$ cat config.mk
export PLATFORM = sky130hd
export DESIGN_NAME = serial_right_shifter_flat
export DESIGN_NICKNAME = d
export VERILOG_FILES = /design/src/rtl/serial_right_shifter_if.sv /design/src/rtl/serial_right_shifter.sv /design/src/flat_wrapper.sv
export SDC_FILE = /design/constraint.sdc
export NUM_CORES = 1
export LEC_CHECK = 0
export CORE_MARGIN = 1.5
export CORE_UTILIZATION = 35
export CTS_CLUSTER_DIAMETER = 60
export DETAILED_ROUTE_END_ITERATION = 7
export DONT_BUFFER_PORTS = 1
export MAX_ROUTING_LAYER = met4
export SETUP_SLACK_MARGIN = 0.02
export SLEW_MARGIN = 40
export SYNTH_ARGS = -nofsm -noshare
export SYNTH_HDL_FRONTEND = slang
export SYNTH_SLANG_ARGS = --single-unit
$ cat constraint.sdc
create_clock -name clk -period 2.1 [get_ports clk]
set_input_delay 0.105 -clock clk [delete_from_list [all_inputs] [get_ports clk]]
set_output_delay 0.105 -clock clk [all_outputs]
set_load 0.005 [all_outputs]
$ cat src/rtl/serial_right_shifter_if.sv
// serial_right_shifter_if: handshake and data bundle for the serial right shifter.
//   master: drives start/arith/shamt/in, observes result/busy/done (control unit side)
//   slave : the shifter itself
//   start  - request a shift, sampled only when the shifter is not busy
//   arith  - 1 = SRA (sign fill), 0 = SRL (zero fill), sampled with start
//   shamt  - shift amount 0..WIDTH-1, sampled with start
//   in     - operand, sampled with start
//   result - registered result of the last completed shift
//   busy   - operation in progress
//   done   - one-cycle completion pulse
interface serial_right_shifter_if #(
    parameter int WIDTH = 32,
    parameter int SHW   = 5
);
    logic             start;
    logic             arith;
    logic [SHW-1:0]   shamt;
    logic [WIDTH-1:0] in;
    logic [WIDTH-1:0] result;
    logic             busy;
    logic             done;

    modport master (output start, arith, shamt, in, input result, busy, done);
    modport slave  (input start, arith, shamt, in, output result, busy, done);
endinterface

$ cat src/rtl/serial_right_shifter.sv
// serial_right_shifter: multi-cycle SRL/SRA, one bit position per clock.
//   clk   - rising-edge clock
//   reset - asynchronous active-high reset; aborts any operation (no done)
//   bus   - serial_right_shifter_if.slave (start/arith/shamt/in in,
//           result/busy/done out)
// An accepted request takes shamt+1 cycles to reach DONE; done is high for
// exactly one cycle unless a new start is accepted in that same cycle.
// WIDTH and SHW must match the interface instance, with 2**SHW >= WIDTH.
module serial_right_shifter #(
    parameter int WIDTH = 32,
    parameter int SHW   = 5
) (
    input  logic                  clk,
    input  logic                  reset,
    serial_right_shifter_if.slave bus
);

    typedef enum logic [1:0] {
        IDLE  = 2'd0,
        SHIFT = 2'd1,
        DONE  = 2'd2
    } state_t;

    state_t           state, state_n;
    logic [WIDTH-1:0] work;
    logic [SHW-1:0]   cnt;
    logic             fill;
    logic [WIDTH-1:0] result_q;
    logic             accept;

    // start is only honoured outside SHIFT; requests during SHIFT are dropped.
    assign accept = bus.start && (state != SHIFT);

    always_ff @(posedge clk or posedge reset) begin
        if (reset) state <= IDLE;
        else       state <= state_n;
    end

    always_comb begin
        state_n = state;
        case (state)
            IDLE:    if (bus.start) state_n = SHIFT;
            SHIFT:   if (cnt == '0) state_n = DONE;
            DONE:    state_n = bus.start ? SHIFT : IDLE;
            default: state_n = IDLE;
        endcase
    end

    always_ff @(posedge clk or posedge reset) begin
        if (reset) begin
            work     <= '0;
            cnt      <= '0;
            fill     <= 1'b0;
            result_q <= '0;
        end else if (accept) begin
            work <= bus.in;
            cnt  <= bus.shamt;
            fill <= bus.arith;
        end else if (state == SHIFT) begin
            if (cnt != '0) begin
                // fill only replicates the current msb when arithmetic
                work <= {fill & work[WIDTH-1], work[WIDTH-1:1]};
                cnt  <= cnt - 1'b1;
            end else begin
                result_q <= work;
            end
        end
    end

    // Outputs are state-decoded or registered only.
    assign bus.result = result_q;
    assign bus.busy   = (state == SHIFT);
    assign bus.done   = (state == DONE);

endmodule

$ cat src/flat_wrapper.sv
// flat-port wrapper written by rule: the top's interface ports become plain ports
module serial_right_shifter_flat 
#(
    parameter int WIDTH = 32,
    parameter int SHW   = 5
)
  (clk, reset, bus_start, bus_arith, bus_shamt, bus_in, bus_result, bus_busy, bus_done);
  serial_right_shifter_if #(.WIDTH(WIDTH), .SHW(SHW)) bus_i ();
  input  logic clk;
  input  logic reset;
  input wire logic [$bits(bus_i.start)-1:0] bus_start;
  input wire logic [$bits(bus_i.arith)-1:0] bus_arith;
  input wire logic [$bits(bus_i.shamt)-1:0] bus_shamt;
  input wire logic [$bits(bus_i.in)-1:0] bus_in;
  output wire logic [$bits(bus_i.result)-1:0] bus_result;
  output wire logic [$bits(bus_i.busy)-1:0] bus_busy;
  output wire logic [$bits(bus_i.done)-1:0] bus_done;
  assign bus_i.start = bus_start;
  assign bus_i.arith = bus_arith;
  assign bus_i.shamt = bus_shamt;
  assign bus_i.in = bus_in;
  assign bus_result = bus_i.result;
  assign bus_busy = bus_i.busy;
  assign bus_done = bus_i.done;
  serial_right_shifter #(.WIDTH(WIDTH), .SHW(SHW)) u_core (.clk(clk), .reset(reset), .bus(bus_i));
endmodule
==> Implementation_results.wiki, run 1 <==
{| class="wikitable"
! Metric !! Value
|-
| Result of the run || complete, no violations
|-
| Final total negative setup slack || 0 ps
|-
| Final Routed Wirelength || 6530 microns
|-
| Number of flops mapped to enable cells by yosys || 0
|-
| Row cnt || 33
|-
| Number of buffers between clock root and the deepest sink || 2
|-
| Crit. Startpoint || u_core.cnt[0]
|-
| Cell-by-cell trace of the critical path || inv_1, ha_1, or4b_1, mux2i_4, buf_4, a221o_1
|-
| Net Count, Synth || 262
|-
| Remaining global-route overflow || 0
|-
| Critical setup path kind || reg2reg
|-
| PD cells || 1510 nW/um^2
|-
| Proportion of power drawn by the clock network || 0.179
|-
| Combinational power share || 0.330
|-
| Top library cells by usage in the layout, fill and taps aside || sky130_fd_sc_hd__dfrtp_1 (72), sky130_fd_sc_hd__mux2_2 (31), sky130_fd_sc_hd__and3_1 (30), sky130_fd_sc_hd__a221o_1 (30), sky130_fd_sc_hd__dlygate4sd3_1 (12)
|-
| Number of pins exceeding their max-slew limit in the final report || 0
|-
| Clock sink count || 72
|-
| Power spent charging and discharging nets || 1760 uW
|-
| Path category of the worst min-delay check || in2reg
|-
| Vias in the first global route || 1,934
|-
| Initial antenna violation count || 0
|-
| Slew of the pin with the lowest slew margin || 492 ps
|-
| # nets final || 280
|-
| CTS tree || done
|-
| Static Leak || 0.00168 uW
|-
| Number of input and output port buffers inserted || 0
|-
| Hold Fails Final Rpt || 0
|-
| Arrival @ worst endpoint || 2180 ps
|-
| Crit path max-delay cell type || sky130_fd_sc_hd__or4b_1
|-
| Number of clock buffers inserted by TritonCTS || 9
|-
| Drt first pass iters || 4
|-
| Boundary Pins || 75
|-
| Delay of the slowest cell on the worst path || 530 ps
|-
| Synth Flop Type || sky130_fd_sc_hd__dfrtp_1
|-
| Sequential area share after synthesis || 0.595
|-
| Antenna diode count || 0
|-
| Clock period minus worst slack || 1910 ps
|-
| Data required time of the worst path || 2370 ps
|-
| Clock root buffer master || sky130_fd_sc_hd__clkbuf_8
|-
| Achievable frequency || 0.524 GHz
|-
| Global-route total usage across every layer || 0.154
|-
| Min-Delay Startpoint || bus_start
|-
| Count of vias placed by the detailed router || 1,910
|-
| Core area || 8300 sq um
|-
| Share of power burned in registers || 0.491
|-
| Mapped Area || 3030 sq um
|-
| Final Wtd Congestion || 0.785
|-
| Syn. warnings || 0
|-
| Largest driver fanout on the critical path || 16
|-
| Y dimension of the die || 96.0 microns
|-
| Level count of the clock H-tree || 3
|-
| Crit path buf inv count || 2
|-
| Final routed wire length divided by cell count || 18.8 microns
|-
| Internal || 3470 uW
|-
| Post-synthesis async set-or-reset flop share || 1.00
|-
| Post-cts gate resize count || 0
|-
| Detailed-route vias per instance || 5.49
|-
| Number of standard cells after synthesis || 220
|-
| Largest net degree at the start of global routing || 39
|-
| Final clock period utilization by the worst path || 0.908
|-
| Most frequent standard cell in the layout excluding fill and tap cells || sky130_fd_sc_hd__dfrtp_1
|-
| Proportion of layout cells with a drive suffix above 1 || 0.263
|-
| Number of flip-flops and latches in the synthesized netlist || 72
|-
| Die ar. || 9210 sq um
|-
| Synth-to-layout area growth || 14.5%
|-
| Die width || 96.0 microns
|-
| Reg-to-reg critical path startpoint || u_core.cnt[0]
|-
| Setup Viol. Count Final || 0
|-
| Number of max-capacitance violations reported || 0
|-
| Mean instance size in the synthesized netlist || 13.8 sq um
|-
| Worst IR drop on VDD || 0.634 mV
|-
| Unique cell type count in the Yosys netlist || 32
|-
| Count of unresolved DRC violations after routing || 0
|-
| RSZ-0062 raised after global routing || false
|-
| Nature of the critical path startpoint || flop
|-
| Net Sw Frac || 0.337
|-
| Clock-pin slew of the registers on the worst-case setup and hold paths || 70 ps
|-
| Initial DRC count || 66
|-
| Global-route wire length before repair || 10,200 microns
|-
| Setup Skew || 8.08 ps
|-
| Final HPWL DP || 4240 microns
|-
| Number of nets with antenna violations after detailed routing || 0
|-
| Largest delay share family, worst path || simple AND/OR/NAND/NOR gates
|-
| Initial Util || 0.365
|-
| Worst-Skew Late Latency || 330 ps
|-
| Endpoint type of the worst setup path || flop
|-
| Max-Slew Margin vs Limit || 0.672
|-
| Pwr Total || 5240 uW
|}
[cell type report]
cell class	instances	area (sq um)
fillers	771	4830
flip-flops and latches	72	1800
multi-input cells	126	1140
repair buffers	23	203
clock buffers	13	149
well taps	105	131
inverters	6	22.5
clock inverters	3	17.5
[metrics by stage]
stage | util | area (sq um) | worst slack, ps | cells | hold WS [ps]
4_1_cts | 0.418 | 3470 | 217 | 348 | 0.954
6_report | 0.418 | 3470 | 193 | 348 | 23.1
3_3_place_gp | 0.383 | 3180 | 305 | 320 | 105
2_1_floorplan | - | 3030 | 170 | 220 | 245
3_5_place_dp | 0.383 | 3180 | 229 | 320 | 113
5_1_grt | 0.418 | 3470 | 64.7 | 348 | 4.76
[logic make-up after synthesis]
group / after synthesis / synth area share
AND/OR/NAND/NOR: 48 / 0.103
flip-flops: 72 / 0.595
AO/OA/AOI/OAI: 39 / 0.125
adder cells (fa/ha/maj): 1 / 0.00413
multiplexers: 38 / 0.140
buffers and inverters: 22 / 0.0327
[state kept, by name (all words and copies together) (netlist names)]
| name | cells |
|---|---|
| u_core.state | 2 |
| u_core.fill | 1 |
| u_core.cnt | 5 |
| u_core.bus.result | 32 |
| u_core.work | 32 |
[worst paths after layout]
check,slack [ps],endpoint,depth (start not counted)
max reg2reg,190,u_core.work[6],6
max,190,u_core.work[6],6
min,20,u_core.work[18],2
min reg2reg,510,u_core.state[0],1
min in group asynchronous,340,u_core.bus.result[9],3
max in group asynchronous,1380,u_core.work[27],3
[worst reg2reg max path: cells and delay by family, from the launching register on]
| family | cells | cell delay [ps] |
|---|---|---|
| simple gates | 1 | 530 |
| flops | 1 | 380 |
| buf+inv | 2 | 350 |
| fa+ha+maj | 1 | 230 |
| compound gates | 1 | 190 |
| mux | 1 | 170 |
[per-layer routing]
metal  up-vias  part of all wire  track usage  wire length (microns)
met2        51              0.45        0.225                   2910
met3        11             0.057       0.0537                    374
li1        890                 -            -                      -
met1       958              0.49        0.203                   3170
met4         0             0.012       0.0441                     76
met5         -                 0            -                      0
[power by group through the flow]
stage / sequential [uW] / clock (uW) / combinational [uW]
floorplan: 2420 / 0 / 1420
global placement: 2600 / 0 / 1680
detailed placement: 2600 / 0 / 1720
CTS: 2580 / 987 / 1750
global route: 2670 / 1030 / 1930
finish: 2570 / 939 / 1730
[synthesized netlist by cell type, types with 2 or more instances]
master,number,share of area
sky130_fd_sc_hd__mux2_2,31,0.12
sky130_fd_sc_hd__nand3_1,2,0.0033
sky130_fd_sc_hd__inv_1,5,0.0062
sky130_fd_sc_hd__and3_1,30,0.062
sky130_fd_sc_hd__a221o_1,30,0.099
sky130_fd_sc_hd__o221a_2,3,0.011
sky130_fd_sc_hd__mux2_1,3,0.011
sky130_fd_sc_hd__dfrtp_1,72,0.60
sky130_fd_sc_hd__buf_2,7,0.012
sky130_fd_sc_hd__nor3_1,2,0.0033
sky130_fd_sc_hd__mux2i_1,4,0.013
sky130_fd_sc_hd__or3_1,3,0.0062
sky130_fd_sc_hd__nor2_1,2,0.0025
sky130_fd_sc_hd__clkbuf_1,8,0.0099
[what timing repair did]
item	CTS	global route
buffers inserted	0	0
hold buffers	12	0
endpoints found under the hold margin	86	0
Note: power is estimated with default switching activity, not from simulation.
==> run 2, diff against run 1 <==
--- a/config.mk
+++ b/config.mk
@@ -11,7 +11,7 @@
 export DETAILED_ROUTE_END_ITERATION = 7
 export DONT_BUFFER_PORTS = 1
 export MAX_ROUTING_LAYER = met4
-export SETUP_SLACK_MARGIN = 0.02
+export REMOVE_ABC_BUFFERS = 1
 export SLEW_MARGIN = 40
 export SYNTH_ARGS = -nofsm -noshare
 export SYNTH_HDL_FRONTEND = slang
==> constraint.sdc (replaced) <==
create_clock -name clk -period 2.4 [get_ports clk]
set_input_delay 0.12 -clock clk [delete_from_list [all_inputs] [get_ports clk]]
set_output_delay 0.12 -clock clk [all_outputs]
set_load 0.005 [all_outputs]
==> run 2 against run 1 <==
Net effect:
- via count grew 0.21%
- setup slack gained 190 ps
- core utilization shrank 0.45 points
- global-route usage grew 0.91 points
- combinational power shrank 13%
- critical path depth is the same
- first-iteration DRC count grew 27%
- largest power group unchanged
- highest routed layer is now met3
==> Implementation_results.wiki, run 2 (synthesis gave the netlist of run 1 again) <==
{| class="wikitable"
! Metric !! Value
|-
| Achievable frequency || 0.497 GHz (was 0.524 GHz)
|-
| Slew of the pin with the lowest slew margin || 625 ps (was 492 ps)
|-
| Initial DRC count || 84 (was 66)
|-
| Critical setup path kind || reg2reg (unchanged)
|-
| Max-Slew Margin vs Limit || 0.582 (was 0.672)
|-
| Power spent charging and discharging nets || 1570 uW (was 1760 uW)
|-
| Number of clock buffers inserted by TritonCTS || 9 (unchanged)
|-
| Number of nets with antenna violations after detailed routing || 0 (unchanged)
|-
| Hold Fails Final Rpt || 0 (unchanged)
|-
| Final Wtd Congestion || 0.740 (was 0.785)
|-
| GR peak layer || met2 (unchanged)
|-
| Proportion of power drawn by the clock network || 0.180 (was 0.179)
|-
| Initial antenna violation count || 1 (was 0)
|-
| Final clock period utilization by the worst path || 0.839 (was 0.908)
|-
| PD cells || 1340 nW/um^2 (was 1510 nW/um^2)
|-
| Count of unresolved DRC violations after routing || 0 (unchanged)
|-
| Endpoint type of the worst setup path || flop (unchanged)
|-
| Clock sink count || 72 (unchanged)
|-
| Die ar. || 9210 sq um (unchanged)
|-
| Number of input and output port buffers inserted || 0 (unchanged)
|-
| Row cnt || 33 (unchanged)
|-
| CTS tree || done (unchanged)
|-
| Vias in the first global route || 1,959 (was 1,934)
|-
| Count of vias placed by the detailed router || 1,914 (was 1,910)
|-
| Post-route design area || 3430 sq um (was 3470 sq um)
|-
| Boundary Pins || 75 (unchanged)
|-
| Core area || 8300 sq um (unchanged)
|-
| Share of power burned in registers || 0.491 (about the same)
|-
| Setup Viol. Count Final || 0 (unchanged)
|-
| Total instance count after detailed placement || 318 (was 320)
|-
| Number of pins exceeding their max-slew limit in the final report || 0 (unchanged)
|-
| Result of the run || complete, no violations (unchanged)
|-
| Most frequent standard cell in the layout excluding fill and tap cells || sky130_fd_sc_hd__dfrtp_1 (unchanged)
|-
| Detailed-route vias per instance || 5.56 (was 5.49)
|-
| Final Routed Wirelength || 6740 microns (was 6530 microns)
|-
| Y dimension of the die || 96.0 microns (unchanged)
|-
| Setup Skew || 7.02 ps (was 8.08 ps)
|-
| Met3 track utilization from global routing || 0.0656 (was 0.0537)
|-
| Remaining global-route overflow || 0 (unchanged)
|-
| Path category of the worst min-delay check || in2reg (unchanged)
|-
| Number of max-capacitance violations reported || 0 (unchanged)
|-
| Data required time of the worst path || 2620 ps (was 2370 ps)
|-
| Die width || 96.0 microns (unchanged)
|-
| Largest driver fanout on the critical path || 40 (was 16)
|-
| Clock-pin slew of the registers on the worst-case setup and hold paths || 70 ps (about the same)
|-
| Met2 routing resource usage after global routing || 0.239 (was 0.225)
|-
| Internal || 3010 uW (was 3470 uW)
|-
| Post CTS Setup Buffer Count || 0 (unchanged)
|-
| Arrival @ worst endpoint || 2230 ps (was 2180 ps)
|-
| Combinational power share || 0.329 (was 0.330)
|-
| Proportion of layout cells with a drive suffix above 1 || 0.265 (was 0.263)
|-
| Static Leak || 0.00166 uW (was 0.00168 uW)
|-
| Synth-to-layout area growth || 13.3% (was 14.5%)
|-
| Global-route wire length before repair || 10,600 microns (was 10,200 microns)
|-
| Worst-Skew Late Latency || 340 ps (was 330 ps)
|-
| Number of inserted filler cells in the final layout || 775 (was 771)
|-
| Clock root buffer master || sky130_fd_sc_hd__clkbuf_8 (unchanged)
|-
| Final HPWL DP || 4380 microns (was 4240 microns)
|-
| Top library cells by usage in the layout, fill and taps aside || sky130_fd_sc_hd__dfrtp_1 (72), sky130_fd_sc_hd__mux2_2 (31), sky130_fd_sc_hd__and3_1 (30), sky130_fd_sc_hd__a221o_1 (30), sky130_fd_sc_hd__clkbuf_8 (10) (was sky130_fd_sc_hd__dfrtp_1 (72), sky130_fd_sc_hd__mux2_2 (31), sky130_fd_sc_hd__and3_1 (30), sky130_fd_sc_hd__a221o_1 (30), sky130_fd_sc_hd__dlygate4sd3_1 (12))
|-
| Clock period minus worst slack || 2010 ps (was 1910 ps)
|-
| GR met1 Demand/Resource || 0.211 (was 0.203)
|-
| Initial Util || 0.365 (unchanged)
|-
| Placed instance area || 3170 sq um (was 3180 sq um)
|-
| # nets final || 275 (was 280)
|-
| Number of buffers between clock root and the deepest sink || 2 (unchanged)
|-
| Level count of the clock H-tree || 3 (unchanged)
|-
| RSZ-0062 raised after global routing || false (unchanged)
|-
| Largest net degree at the start of global routing || 41 (was 39)
|-
| Non-filler cells in the finished layout || 344 (was 348)
|-
| Global-route total usage across every layer || 0.163 (was 0.154)
|-
| Final routed wire length divided by cell count || 19.6 microns (was 18.8 microns)
|-
| Nature of the critical path startpoint || flop (unchanged)
|-
| Worst IR drop on VDD || 0.568 mV (was 0.634 mV)
|-
| Net Sw Frac || 0.343 (was 0.337)
|-
| Drt first pass iters || 4 (unchanged)
|}
-- run 2: final timing paths --
kind | from | to | slack (ps) | depth (start not counted)
worst max register to register | u_core.state[0] | u_core.work[11] | 390 | 6
worst min register to register | u_core.state[0] | u_core.state[0] | 500 | 1
min in group asynchronous | reset | u_core.bus.result[8] | 240 | 2
worst min-delay path | bus_in[15] | u_core.work[15] | 30 | 2
max in group asynchronous | reset | u_core.work[21] | 1480 | 3
worst max-delay path | u_core.state[0] | u_core.work[11] | 390 | 6
-- run 2: routing by layer --
| metal | up-vias | wire [microns] | part of all wire |
|---|---|---|---|
| met2 | 64 | 3260 | 0.48 |
| met1 | 967 | 3090 | 0.46 |
| met5 | - | 0 | 0 |
| met3 | 0 | 388 | 0.058 |
| li1 | 883 | - | - |
| met4 | 0 | 0 | 0 |
-- run 2: worst max-delay path: stages, from the launching register on --
cell and delay (ps):
sky130_fd_sc_hd__dfrtp_1 390, sky130_fd_sc_hd__nand2b_1 150, sky130_fd_sc_hd__buf_4 380, sky130_fd_sc_hd__inv_2 210
sky130_fd_sc_hd__mux2i_4 230, sky130_fd_sc_hd__buf_4 210, sky130_fd_sc_hd__a221o_1 310
-- run 2: area by class of cell --
cell class	instances	area, sq um	share of cell area
flip-flops and latches	72	1800	0.526
multi-input cells	126	1150	0.334
repair buffers	18	158	0.0460
clock buffers	12	145	0.0423
well taps	105	131	0.0383
inverters	6	23.8	0.00693
clock inverters	4	20.0	0.00584
diodes	1	2.50	0.000730
-- run 2: through the flow --
stage | TNS (ps) | worst slack, ps | hold slack [ps] | total power, uW | utilization
CTS | 0 | 377 | 7.25 | 4650 | 0.413
global placement | 0 | 322 | 30.4 | 3720 | 0.381
finish | 0 | 387 | 31.2 | 4580 | 0.413
global route | 0 | 244 | 2.41 | 4930 | 0.413
floorplan | -12160 | -411 | 258 | 3280 | -
detailed placement | 0 | 391 | 32.9 | 3780 | 0.382
-- run 2: power by group through the flow --
stage          Sequential [uW]  Combinational, uW  Clock (uW)
6_report                  2250               1500         825
5_1_grt                   2340               1670         916
4_1_cts                   2260               1520         865
3_5_place_dp              2280               1500           0
3_3_place_gp              2270               1450           0
2_1_floorplan             2120               1160           0
-- run 2: what timing repair did --
action / 4_1_cts / 5_1_grt
resized for setup: 0 / 0
hold buffers: 9 / 0
endpoints found under the hold margin: 33 / 0
